### config.mk
export PLATFORM = sky130hd
export DESIGN_NAME = geo_page_stepper
export DESIGN_NICKNAME = d
export VERILOG_FILES = /design/src/rtl/geo_page_stepper.sv
export SDC_FILE = /design/constraint.sdc
export NUM_CORES = 1
export LEC_CHECK = 0
export CAP_MARGIN = 0
export CORE_MARGIN = 5
export CORE_UTILIZATION = 36
export CTS_BUF_LIST = sky130_fd_sc_hd__clkbuf_16
export DETAILED_ROUTE_END_ITERATION = 10
export REMOVE_ABC_BUFFERS = 1
export SLEW_MARGIN = 20
export SYNTH_ARGS = -nofsm -noshare
export SYNTH_HDL_FRONTEND = slang
export SYNTH_SLANG_ARGS = --single-unit
### constraint.sdc
create_clock -name PHI2 -period 4.2 [get_ports PHI2]
set_input_delay 1.05 -clock PHI2 [delete_from_list [all_inputs] [get_ports PHI2]]
set_output_delay 1.05 -clock PHI2 [all_outputs]
set_load 0.05 [all_outputs]
### src/rtl/geo_page_stepper.sv
`default_nettype none
// ============================================================================
//  Module   : geo_page_stepper
//  Brief    : GeoRAM-style page register pair ({Block,Window}) with an
//             auto-stepping engine. Each access to the last byte of the
//             $DExx window ($DEFF) while running advances the 14-bit page
//             by +/-1 and decrements a pages-remaining counter. The
//             interrupt output is present only when GEO_STEP_IRQ_EN is
//             defined. Otherwise nIRQ is tied high.
//  Clocking : all state updates on the falling edge of PHI2; RESET is
//             asynchronous and active high.
//  Revision : 1.0 - initial release
// ============================================================================
module geo_page_stepper (
    input  logic       PHI2,
    input  logic       RESET,
    input  logic       RegSEL,
    input  logic       IOSEL,
    input  logic       nWE,
    input  logic [7:0] A,
    input  logic [7:0] WRD,
    output logic [7:0] Block,
    output logic [5:0] Window,
    output logic [7:0] RDD,
    output logic       RDOE,
    output logic       nIRQ
);

    // Register offsets within the $DFxx page
    localparam logic [7:0] C_ADDR_BLOCK  = 8'hFF;
    localparam logic [7:0] C_ADDR_WINDOW = 8'hFE;
    localparam logic [7:0] C_ADDR_CTRL   = 8'hFD;
    localparam logic [7:0] C_ADDR_COUNT  = 8'hFC;
    // Last byte of the $DExx window, the auto-step trigger address
    localparam logic [7:0] C_ADDR_STEP   = 8'hFF;
    localparam logic [13:0] C_PAGE_MAX   = 14'h3FFF;

    typedef enum logic [1:0] {
        ST_IDLE = 2'd0,
        ST_RUN  = 2'd1,
        ST_DONE = 2'd2
    } state_t;

    state_t      r_state, w_stateNext;
    logic [13:0] r_page,  w_pageNext;    // {Block, Window} as one value
    logic [7:0]  r_count, w_countNext;
    logic        r_en,    w_enNext;
    logic        r_dir,   w_dirNext;
    logic        r_done,  w_doneNext;
    logic        r_wrap,  w_wrapNext;

    logic        w_regWrite;
    logic        w_step;
    logic        w_readHit;

    // A register write wins over a simultaneous window access
    assign w_regWrite = RegSEL & ~nWE;
    assign w_step     = IOSEL & (A == C_ADDR_STEP) & (r_state == ST_RUN) & ~w_regWrite;
    assign w_readHit  = RegSEL & nWE & ((A == C_ADDR_CTRL) | (A == C_ADDR_COUNT));

    assign Block  = r_page[13:6];
    assign Window = r_page[5:0];

    // Next-state and datapath: register writes first, then the auto-step
    always_comb begin
        w_stateNext = r_state;
        w_pageNext  = r_page;
        w_countNext = r_count;
        w_enNext    = r_en;
        w_dirNext   = r_dir;
        w_doneNext  = r_done;
        w_wrapNext  = r_wrap;

        if (w_regWrite) begin
            case (A)
                C_ADDR_BLOCK:  w_pageNext[13:6] = WRD;
                C_ADDR_WINDOW: w_pageNext[5:0]  = WRD[5:0];
                C_ADDR_COUNT:  w_countNext      = WRD;
                C_ADDR_CTRL: begin
                    // Flag clear is applied before anything can set them again
                    if (WRD[7]) begin
                        w_doneNext = 1'b0;
                        w_wrapNext = 1'b0;
                    end
                    w_enNext  = WRD[0];
                    w_dirNext = WRD[1];
                    if (WRD[0]) begin
                        if (r_count != 8'd0) begin
                            w_stateNext = ST_RUN;
                        end else begin
                            w_stateNext = ST_DONE;
                            w_doneNext  = 1'b1;
                        end
                    end else begin
                        w_stateNext = ST_IDLE;
                    end
                end
                default: ;
            endcase
        end

        if (w_step) begin
            if (r_dir) begin
                w_pageNext = r_page - 14'd1;
                if (r_page == 14'd0) w_wrapNext = 1'b1;
            end else begin
                w_pageNext = r_page + 14'd1;
                if (r_page == C_PAGE_MAX) w_wrapNext = 1'b1;
            end
            w_countNext = r_count - 8'd1;
            if (r_count == 8'd1) begin
                w_doneNext  = 1'b1;
                w_stateNext = ST_DONE;
            end
        end
    end

    // State register, updated on the falling edge of PHI2
    always_ff @(negedge PHI2 or posedge RESET) begin
        if (RESET) begin
            r_state <= ST_IDLE;
            r_page  <= 14'd0;
            r_count <= 8'd0;
            r_en    <= 1'b0;
            r_dir   <= 1'b0;
            r_done  <= 1'b0;
            r_wrap  <= 1'b0;
        end else begin
            r_state <= w_stateNext;
            r_page  <= w_pageNext;
            r_count <= w_countNext;
            r_en    <= w_enNext;
            r_dir   <= w_dirNext;
            r_done  <= w_doneNext;
            r_wrap  <= w_wrapNext;
        end
    end

    // Register read mux; the bus is released entirely during reset
    always_comb begin
        RDD  = 8'd0;
        RDOE = 1'b0;
        if (w_readHit && !RESET) begin
            RDOE = 1'b1;
            if (A == C_ADDR_CTRL) RDD = {r_done, r_wrap, 4'b0000, r_dir, r_en};
            else                  RDD = r_count;
        end
    end

`ifdef GEO_STEP_IRQ_EN
    // Interrupt follows the DONE flag
    assign nIRQ = ~r_done;
`else
    assign nIRQ = 1'b1;
`endif

endmodule
`default_nettype wire

==> key figures, run 1 <==
Floorplanning
  – # IOs: 45
  – Die height: 87 µm
  – Initial Util: 36.48%
  – Core area: 5851 µm²
  – Area of the die: 7569 µm²
  – # rows: 28
  – DIE WIDTH: 87 µm

Power
  – Sw Share: 28.05%
  – Logic pwr share: 21.9%
  – Int Pwr: 477.1 µW
  – Share of power burned in registers: 43.8%
  – Pwr Density: 187.4 nW/µm²
  – Clk pwr share: 34.2%
  – P_leak: 1.679 nW
  – Sw power: 185.9 µW
  – Peak VDD IR: 0.0001463 V

Yosys
  – Avg Cell Area, Syn: 8.820 µm²
  – Post-Syn Area: 2135 µm²
  – Yosys warning total: 0
  – Post-synth ARST share: 100.0%
  – EDFF count, synth: 0
  – Flops & latches, synth: 28
  – Main synth FF type: dfrtn_1
  – Synth cell types: 49
  – Post-Syn Instances: 242
  – Seq/Total Area, Yosys: 32.83%

STA
  – Final slew viol count: 0
  – Min Hold Slack: 451.2 ps
  – Final worst slack: -245.9 ps
  – Final setup vio count: 33
  – Total negative slack: -4201 ps
  – Fin. Hold Viols: 0
  – Worst Skew: 3.422 ps
  – Unrepaired setup endpoints after global routing: yes

Critical path
  – Most frequent CP cell: buf_6
  – Setup crit start kind: primary input
  – Critical path peak fanout: 4
  – Required @ worst endpoint: 2240 ps
  – CP Capture Type: flop
  – WP buf/inv: 4
  – Reg-to-reg startpoint: r_page[0]$_DFFE_NP0P_
  – Crit path DAT: 2490 ps
  – Register-to-register setup slack: 1490 ps
  – Crit path largest cell delay: 380 ps
  – CP cell instances: buf_2 -> nand4_4 -> or3_4 -> buf_4 -> buf_6 -> buf_6 -> a21o_4 -> a221o_1
  – Worst path top cell family by delay: compound AO/OA/AOI/OAI gates
  – Worst setup startpoint: A[4]
  – Crit Path Class: primary input to flop
  – Crit path max-delay cell type: or3_4

Routing
  – DR pass1 iterations: 4
  – Iter 0 DRT Violations: 148
  – DRC violations left: 0
  – Detailed-route via count: 2260
  – M1 wire length: 2.935 mm
  – Highest metal used: met4
  – Overall routed net length: 6.853 mm
  – Final ANT Viol Nets: 0
  – WL met3: 329 µm
  – Met2 WL post-DR: 3.451 mm
  – WL/cell: 16.84 µm
  – Detailed-route vias per instance: 5.553

Clocking
  – H-tree depth: 1
  – Clock Sinks: 28
  – Cts bufs inserted: 3
  – Clk_lat worst skew: 290 ps
  – Worst-path clk slew: 50 ps
  – Clock Tree Root: clkbuf_16
  – CTS max path bufs: 2
  – CTS tree: built

Global route
  – Vias in the first global route: 2221
  – Initial antenna violation count: 0
  – Pin count of the biggest net entering global routing: 30
  – Remaining Overflow, GRT: 0
  – Total track usage: 17.70%
  – First-pass GRT wire length: 10.74 mm

Layout
  – Multi-input gate area: 1540 µm²
  – Layout fillers: 464
  – Storage element area: 700.7 µm²
  – Layout Utilization: 60.46%
  – Nets: 369
  – Diode count: 0
  – Area delta synth->final: 65.71%
  – Share of layout cells above drive strength 1: 36.75%

Placed design
  – Worst slack at placement: -1022 ps
  – Port buffer count: 43
  – Post-DP HPWL: 4.730 mm
  – Gpl congestion: 0.8402

Worst hold path
  – Hold crit path type: flop to flop
  – Hold wc startpoint: r_wrap$_DFF_NP0_

Run status
  – Violations in the final reports: setup timing
  – Outcome: finished with violations

Job
  – Max_cap viols: 0
layer usage:
metal | up-vias | global-route usage [%]
met4 | 0 | 5.099
li1 | 1098 | -
met3 | 11 | 2.271
met1 | 1093 | 22.12
met5 | - | 0
met2 | 58 | 31.61
synthesized netlist by cell type, types with 7 or more instances:
cell type	count	area, µm²
mux2i_1	9	90.09
o211ai_1	7	52.55
nand2_1	24	90.09
xor2_1	7	61.31
inv_1	7	26.28
a21o_1	10	75.07
o21ai_0	13	65.06
nor2_1	18	67.56
a21oi_1	13	65.06
nand4_1	7	43.79
dfrtn_1	28	700.7
ha_1	14	175.2
nand3_1	7	35.03
worst paths after layout:
kind | endpoint | cells after the start
setup / recovery | r_page[8]$_DFFE_NP0P_ | 8
hold reg to reg | r_wrap$_DFF_NP0_ | 2
min in group asynchronous | r_en$_DFFE_NP0P_ | 3
hold / removal | r_wrap$_DFF_NP0_ | 2
max in group asynchronous | r_count[5]$_DFFE_NP0P_ | 3
setup reg to reg | r_page[12]$_DFFE_NP0P_ | 8
repair_timing:
action	CTS	global route
setup endpoints to repair	36	37
cloned	1	0
resized for setup	74	30
buffers inserted	11	10
pin swaps	21	12
hold buffers	0	0
logic make-up (layout without fill, tap and decap cells):
| kind of cell | after synthesis | count (layout) | share of synthesized area (%) |
|---|---|---|---|
| other | 1 | 1 | 0.1757 |
| buffers and inverters | 15 | 105 | 2.872 |
| xor gates and xnor gates | 9 | 9 | 3.693 |
| adders and majority gates | 15 | 15 | 9.144 |
| and+or+nand+nor | 95 | 95 | 24.62 |
| muxes | 11 | 11 | 5.276 |
| DFF | 28 | 28 | 32.83 |
| AOI/OAI and AO/OA | 68 | 68 | 21.39 |
cell usage in the layout, fill, tap and decap left out, types with 4 or more instances in the layout:
cell              n
a31oi_1           4
buf_4            39
buf_6            15
nor2_1           14
o211ai_1          7
inv_1             7
mux2i_1           9
o21ai_1           8
o22ai_1           4
dfrtn_1          28
buf_12           22
nand3_1           5
a21o_1            9
a21oi_1          10
nand4_1           7
clkdlybuf4s50_1   9
clkbuf_16         5
xor2_1            7
nor2b_1           4
ha_1             14
nand2_1          19
o21ai_0           4
cell type report:
class | instances | share of cell area, %
multi-input combinational | 199 | 43.54
timing repair buffer | 93 | 30.92
sequential | 28 | 19.81
tap | 75 | 2.653
clock buffer | 3 | 2.122
inverter | 8 | 0.8490
clock inverter | 1 | 0.1061
power groups by stage:
stage / clock (mW) / combinational, mW / sequential (mW)
after CTS: 0.226 / 0.135 / 0.292
final: 0.227 / 0.146 / 0.291
after global routing: 0.237 / 0.155 / 0.292
after global placement: 0 / 0.125 / 0.297
after floorplan: 0 / 0.0455 / 0.309
after detailed placement: 0 / 0.126 / 0.297
flip-flops by register name, summed over array words and instances (netlist names):
| register | flops |
|---|---|
| r_count | 8 |
| r_dir | 1 |
| r_page | 14 |
| r_done | 1 |
| r_state | 2 |
| r_en | 1 |
| r_wrap | 1 |
tightest hold or removal path, stage by stage, from the launching register on:
cell,delay (ps)
dfrtn_1,420
nand2_2,50
o21ai_1,60
stage by stage:
step | area [µm²] | std cells | power [mW]
floorplan | 2103 | 235 | 0.3541
global placement | 3088 | 382 | 0.4225
detailed placement | 3088 | 382 | 0.4230
CTS | 3367 | 398 | 0.6525
global route | 3537 | 407 | 0.6839
finish | 3537 | 407 | 0.6630
Power figures use the tool's default switching activity.
==> run 2: changes to the inputs <==
--- a/config.mk
+++ b/config.mk
@@ -11,7 +11,8 @@
 export CTS_BUF_LIST = sky130_fd_sc_hd__clkbuf_16
 export DETAILED_ROUTE_END_ITERATION = 10
 export REMOVE_ABC_BUFFERS = 1
-export SLEW_MARGIN = 20
+export SLEW_MARGIN = 30
 export SYNTH_ARGS = -nofsm -noshare
 export SYNTH_HDL_FRONTEND = slang
 export SYNTH_SLANG_ARGS = --single-unit
+export TNS_END_PERCENT = 5
==> run 2 against run 1 <==
Against the previous run:
- the flow still finishes with violations (setup timing)
- clock skew decreased by 1.3 ps
- die area unchanged
- count of clock-buffer cells in the layout did not move
- sequential share of layout area rose by 1.4 points
- largest power group unchanged
==> key figures, run 2 (synthesis gave the netlist of run 1 again) <==
Global route
  – Remaining Overflow, GRT: 0 (unchanged)
  – Pin count of the biggest net entering global routing: 30 (unchanged)
  – Initial antenna violation count: 0 (unchanged)
  – First-pass GRT wire length: 10.23 mm (was 10.74 mm)
  – Vias in the first global route: 2135 (was 2221)
  – Total track usage: 16.95% (was 17.70%)

Power
  – Pwr Total: 648.8 µW (was 663.0 µW)
  – Peak VDD IR: 0.0001444 V (was 0.0001463 V)
  – P_leak: 1.538 nW (was 1.679 nW)
  – Pwr Density: 196.8 nW/µm² (was 187.4 nW/µm²)

STA
  – Total negative slack: -2467 ps (was -4201 ps)
  – Final slew viol count: 0 (unchanged)
  – Fin. Hold Viols: 0 (unchanged)
  – Final setup vio count: 27 (was 33)
  – Worst Skew: 2.123 ps (was 3.422 ps)
  – Unrepaired setup endpoints after global routing: yes (unchanged)
  – Final worst slack: -187.1 ps (was -245.9 ps)

Placed design
  – Placed cell areas: 3088 µm² (unchanged)
  – Port buffer count: 43 (unchanged)
  – Gpl congestion: 0.8402 (unchanged)
  – Post-DP HPWL: 4.730 mm (unchanged)

Floorplanning
  – Die height: 87 µm (unchanged)
  – Core area: 5851 µm² (unchanged)
  – DIE WIDTH: 87 µm (unchanged)
  – Area of the die: 7569 µm² (unchanged)
  – # rows: 28 (unchanged)
  – # IOs: 45 (unchanged)
  – Initial Util: 36.48% (unchanged)

Routing
  – WL/cell: 15.97 µm (was 16.84 µm)
  – DRC violations left: 0 (unchanged)
  – Iter 0 DRT Violations: 127 (was 148)
  – Overall routed net length: 6.182 mm (was 6.853 mm)
  – Detailed-route via count: 2141 (was 2260)
  – DR pass1 iterations: 4 (unchanged)
  – Detailed-route vias per instance: 5.532 (was 5.553)
  – Final ANT Viol Nets: 0 (unchanged)

Layout
  – Layout fillers: 506 (was 464)
  – Share of layout cells above drive strength 1: 30.13% (was 36.75%)
  – Most flops, register: r_page (unchanged)
  – Area delta synth->final: 54.45% (was 65.71%)
  – Diode count: 0 (unchanged)
  – Commonest non-fill, non-tap cell in the layout: dfrtn_1 (was buf_4)
  – Number of flip-flops in the largest register: 14 (unchanged)
  – Most frequent cells in the layout: 28 x dfrtn_1, 25 x buf_4, 24 x nand2_1, 24 x buf_12, 16 x nor2_1 (was 39 x buf_4, 28 x dfrtn_1, 22 x buf_12)
  – Fin area: 3297 µm² (was 3537 µm²)
  – Top Registers: r_page: 14 flops, r_count: 8 flops, r_state: 2 flops (unchanged)
  – Nets: 349 (was 369)

Clocking
  – Clock Tree Root: clkbuf_16 (unchanged)
  – H-tree depth: 1 (unchanged)
  – Clock Sinks: 28 (unchanged)
  – CTS tree: built (unchanged)
  – Cts bufs inserted: 3 (unchanged)
  – CTS max path bufs: 2 (unchanged)
  – Clk_lat worst skew: 290 ps (about the same)
  – Worst-path clk slew: 50 ps (about the same)
  – CTS hold repair buffers: 0 (unchanged)

Critical path
  – CP cell instances: buf_8 -> nand3_4 -> or3_4 -> nor3_4 -> nand3_2 -> buf_6 -> o211ai_1 -> o311ai_1 (was buf_2 -> nand4_4 -> or3_4 -> buf_4 -> buf_6 -> buf_6 -> a21o_4 -> a221o_1)
  – Crit Path Class: primary input to flop (unchanged)
  – Required @ worst endpoint: 2230 ps (was 2240 ps)
  – Crit path DAT: 2410 ps (was 2490 ps)
  – Crit path largest cell delay: 420 ps (was 380 ps)
  – Critical path peak fanout: 4 (unchanged)
  – Setup crit start kind: primary input (unchanged)
  – CP Capture Type: flop (unchanged)
  – WP buf/inv: 2 (was 4)
  – Crit path max-delay cell type: or3_4 (unchanged)
  – Worst path top cell family by delay: simple AND/OR/NAND/NOR gates (was compound AO/OA/AOI/OAI gates)

Run status
  – Outcome: finished with violations (unchanged)
  – Violations in the final reports: setup timing (unchanged)

Worst hold path
  – Hold crit path type: flop to flop (unchanged)

Job
  – Max_cap viols: 0 (unchanged)
## run 2: changes by cell type in the layout (fill, tap and decap cells not counted), moves of 5 or more
cell / delta
o21ai_1: -5
o21ai_0: +6
buf_4: -14
nand2_1: +5
buf_6: -7
## run 2: worst register-to-register path, stage by stage, from the launching register on
cell and delay (ps):
dfrtn_1 340, buf_4 210, fa_1 430, a21o_1 220
a221o_1 380, a41o_1 310, a221oi_1 360, xor2_1 180
a21oi_1 80
## run 2: area by class of cell
cell class | count | area, µm² | share of cell area, %
repair buffers | 73 | 904.6 | 27.44
inverters | 8 | 30.03 | 0.9108
multi-input cells | 199 | 1489 | 45.16
clock buffers | 3 | 75.07 | 2.277
flip-flops and latches | 28 | 700.7 | 21.25
clock inverters | 1 | 3.754 | 0.1139
well taps | 75 | 93.84 | 2.846
## run 2: metal layers
metal | GRT usage (%) | share of wire [%] | vias to the layer above
met5 | 0 | 0 | -
met4 | 5.099 | 1.6 | 0
met3 | 2.649 | 5.0 | 9
met2 | 29.88 | 50 | 53
met1 | 21.13 | 44 | 1018
li1 | - | - | 1061
## run 2: where the power goes
| group | switching [mW] | internal, mW | total [mW] |
|---|---|---|---|
| combinational | 0.0694 | 0.0613 | 0.131 |
| clock | 0.0971 | 0.128 | 0.225 |
| sequential | 0.0133 | 0.280 | 0.293 |
| total | 0.180 | 0.469 | 0.649 |
## run 2: final timing paths
| path | start | endpoint | slack [ps] | depth (start not counted) |
|---|---|---|---|---|
| max | A[3] | r_count[3]$_DFFE_NP0P_ | -190 | 8 |
| min | r_wrap$_DFF_NP0_ | r_wrap$_DFF_NP0_ | 430 | 2 |
| max reg2reg | r_dir$_DFFE_NP0P_ | r_page[12]$_DFFE_NP0P_ | 1550 | 8 |
| min reg2reg | r_wrap$_DFF_NP0_ | r_wrap$_DFF_NP0_ | 430 | 2 |
| max in group asynchronous | RESET | r_count[7]$_DFFE_NP0P_ | 920 | 3 |
| min in group asynchronous | RESET | r_dir$_DFFE_NP0P_ | 3080 | 3 |
## run 2: stage by stage
| step | setup WS, ps | hold slack, ps | cells | util [%] |
|---|---|---|---|---|
| after global placement | -982.6 | 422.3 | 382 | 52.78 |
| after floorplan | -733.8 | 408.2 | 235 | - |
| after detailed placement | -1022 | 434.9 | 382 | 52.78 |
| after CTS | -195.6 | 435.2 | 387 | 55.35 |
| after global routing | -306.8 | 492.3 | 387 | 56.35 |
| final | -187.1 | 434.5 | 387 | 56.35 |
## run 2: repair_timing
action | 4_1_cts | 5_1_grt
hold endpoints to repair | 0 | 0
buffers inserted | 1 | 0
resized for setup | 63 | 13
setup endpoints to repair | 36 | 40
pin swaps | 12 | 1
==> run 3: changes to the inputs <==
--- a/config.mk
+++ b/config.mk
@@ -10,7 +10,6 @@
 export CORE_UTILIZATION = 36
 export CTS_BUF_LIST = sky130_fd_sc_hd__clkbuf_16
 export DETAILED_ROUTE_END_ITERATION = 10
-export REMOVE_ABC_BUFFERS = 1
 export SLEW_MARGIN = 30
 export SYNTH_ARGS = -nofsm -noshare
 export SYNTH_HDL_FRONTEND = slang
==> run 3 against run 2 <==
Against the previous run:
- the run still ends with setup timing left
- sequential share of layout area shrank 0.81 points
- clock skew grew 0.79 ps
- sequential power is essentially flat
- critical endpoint is now r_count[4]$_DFFE_NP0P_
==> key figures, run 3 (synthesis gave the netlist of run 1 again) <==
Critical path
  – CP cell instances: buf_8 -> nand3_4 -> or3_4 -> nor3_4 -> buf_6 -> nand2_4 -> o311ai_4 -> o211ai_1 (was buf_8 -> nand3_4 -> or3_4 -> nor3_4 -> nand3_2 -> buf_6 -> o211ai_1 -> o311ai_1)
  – Worst setup startpoint: A[2] (was A[3])
  – Crit path largest cell delay: 410 ps (was 420 ps)
  – Setup crit start kind: primary input (unchanged)
  – Required @ worst endpoint: 2220 ps (was 2230 ps)
  – Crit path DAT: 2440 ps (was 2410 ps)
  – Crit path max-delay cell type: or3_4 (unchanged)
  – CP Capture Type: flop (unchanged)
  – Reg-to-reg startpoint: r_dir$_DFFE_NP0P_ (unchanged)
  – Crit Path Class: primary input to flop (unchanged)
  – Critical path peak fanout: 4 (unchanged)

Routing
  – WL/cell: 16.16 µm (was 15.97 µm)
  – Overall routed net length: 6.333 mm (was 6.182 mm)
  – DRC violations left: 0 (unchanged)
  – Iter 0 DRT Violations: 89 (was 127)
  – Detailed-route vias per instance: 5.492 (was 5.532)
  – Final ANT Viol Nets: 0 (unchanged)
  – Detailed-route via count: 2153 (was 2141)
  – DR pass1 iterations: 4 (unchanged)

STA
  – Final slew viol count: 0 (unchanged)
  – Final worst slack: -222.8 ps (was -187.1 ps)
  – Worst Skew: 2.908 ps (was 2.123 ps)
  – Fin. Hold Viols: 0 (unchanged)
  – Final setup vio count: 33 (was 27)
  – Unrepaired setup endpoints after global routing: yes (unchanged)
  – Min Hold Slack: 457.4 ps (was 434.5 ps)

Layout
  – Most flops, register: r_page (unchanged)
  – Storage element area: 700.7 µm² (unchanged)
  – Number of flip-flops in the largest register: 14 (unchanged)
  – Layout Utilization: 58.58% (was 56.35%)
  – Multi-input gate area: 1550 µm² (was 1489 µm²)
  – Diode count: 0 (unchanged)
  – Nets: 355 (was 349)
  – Share of layout cells above drive strength 1: 34.07% (was 30.13%)
  – Final Non-Filler Cells: 392 (was 387)
  – Top Registers: r_page: 14 flops, r_count: 8 flops, r_state: 2 flops (unchanged)
  – Area delta synth->final: 60.55% (was 54.45%)
  – Most frequent cells in the layout: 28 x buf_4, 28 x dfrtn_1, 24 x buf_12 (was 28 x dfrtn_1, 25 x buf_4, 24 x nand2_1, 24 x buf_12, 16 x nor2_1)
  – Layout fillers: 522 (was 506)

Placed design
  – Dpl cells: 381 (was 382)
  – Worst slack at placement: -1010 ps (was -1022 ps)
  – Port buffer count: 43 (unchanged)
  – Post-DP HPWL: 4.790 mm (was 4.730 mm)
  – Gpl congestion: 0.8633 (was 0.8402)

Global route
  – Pin count of the biggest net entering global routing: 30 (unchanged)
  – Initial antenna violation count: 0 (unchanged)
  – Total track usage: 16.83% (was 16.95%)
  – First-pass GRT wire length: 10.17 mm (was 10.23 mm)
  – Remaining Overflow, GRT: 0 (unchanged)
  – Vias in the first global route: 2122 (was 2135)

Clocking
  – CTS hold repair buffers: 0 (unchanged)
  – Clk_lat worst skew: 290 ps (about the same)
  – CTS max path bufs: 2 (unchanged)
  – Worst-path clk slew: 50 ps (about the same)
  – Clock Sinks: 28 (unchanged)
  – Clock Tree Root: clkbuf_16 (unchanged)
  – H-tree depth: 1 (unchanged)
  – Cts bufs inserted: 3 (unchanged)
  – CTS tree: built (unchanged)

Floorplanning
  – Die height: 87 µm (unchanged)
  – # rows: 28 (unchanged)
  – Core area: 5851 µm² (unchanged)
  – # IOs: 45 (unchanged)
  – Area of the die: 7569 µm² (unchanged)
  – Initial Util: 36.48% (unchanged)
  – DIE WIDTH: 87 µm (unchanged)

Power
  – Peak VDD IR: 0.0001432 V (was 0.0001444 V)
  – P_leak: 1.597 nW (was 1.538 nW)
  – Pwr Density: 187.6 nW/µm² (was 196.8 nW/µm²)

Yosys
  – Post-Syn Nets: 278

Worst hold path
  – Hold wc startpoint: r_en$_DFFE_NP0P_ (was r_wrap$_DFF_NP0_)
  – Hold crit path type: flop to flop (unchanged)

Run status
  – Violations in the final reports: setup timing (unchanged)
  – Outcome: finished with violations (unchanged)

Job
  – Max_cap viols: 0 (unchanged)
run 3: what timing repair did:
item,in CTS,in global routing
gates resized for setup,69,22
setup buffers,6,3
pin swaps,13,14
hold endpoints to repair,0,0
endpoints found under the setup margin,36,40
run 3: final cells by class:
class	count	area share, %
clock buffers	3	2.191
repair buffers	79	28.51
inverters	8	0.8762
multi-input cells	199	45.24
flip-flops and latches	28	20.45
well taps	75	2.738
run 3: power by group:
group | total [mW] | internal, mW | switching (mW)
clock network | 0.213 | 0.126 | 0.0871
registers | 0.293 | 0.280 | 0.0132
logic | 0.136 | 0.0637 | 0.0727
total | 0.643 | 0.470 | 0.173
run 3: critical path, delay by kind of cell:
| family | cells | cell delay, ps |
|---|---|---|
| AO/OA/AOI/OAI | 2 | 380 |
| AND/OR/NAND/NOR | 4 | 780 |
| buffers and inverters | 2 | 230 |
run 3: stage by stage:
step | cell area, µm² | setup TNS, ps | power, mW
after global placement | 3094 | -22920 | 0.4238
final | 3427 | -3418 | 0.6428
after global routing | 3427 | -5439 | 0.6665
after detailed placement | 3094 | -24130 | 0.4245
after floorplan | 2156 | -10810 | 0.3557
after CTS | 3301 | -3501 | 0.6391
run 3: path summary, 6_finish.rpt:
path                                          end  slack, ps  cells after the start
min                              r_en$_DFFE_NP0P_        460                      1
min reg2reg                      r_en$_DFFE_NP0P_        460                      1
max                        r_count[4]$_DFFE_NP0P_       -220                      8
min in group asynchronous  r_count[4]$_DFFE_NP0P_       3090                      3
max in group asynchronous        r_wrap$_DFF_NP0_        920                      3
max reg2reg                r_page[12]$_DFFE_NP0P_       1500                      8
run 3: metal layers:
layer	wire length, µm	part of all wire [%]	vias to the layer above	global-route usage, %
met5	0	0	-	0
met4	102	1.6	0	5.382
met3	253	4.0	10	1.892
met2	3117	49	64	28.99
met1	2860	45	1013	21.90
li1	-	-	1066	-
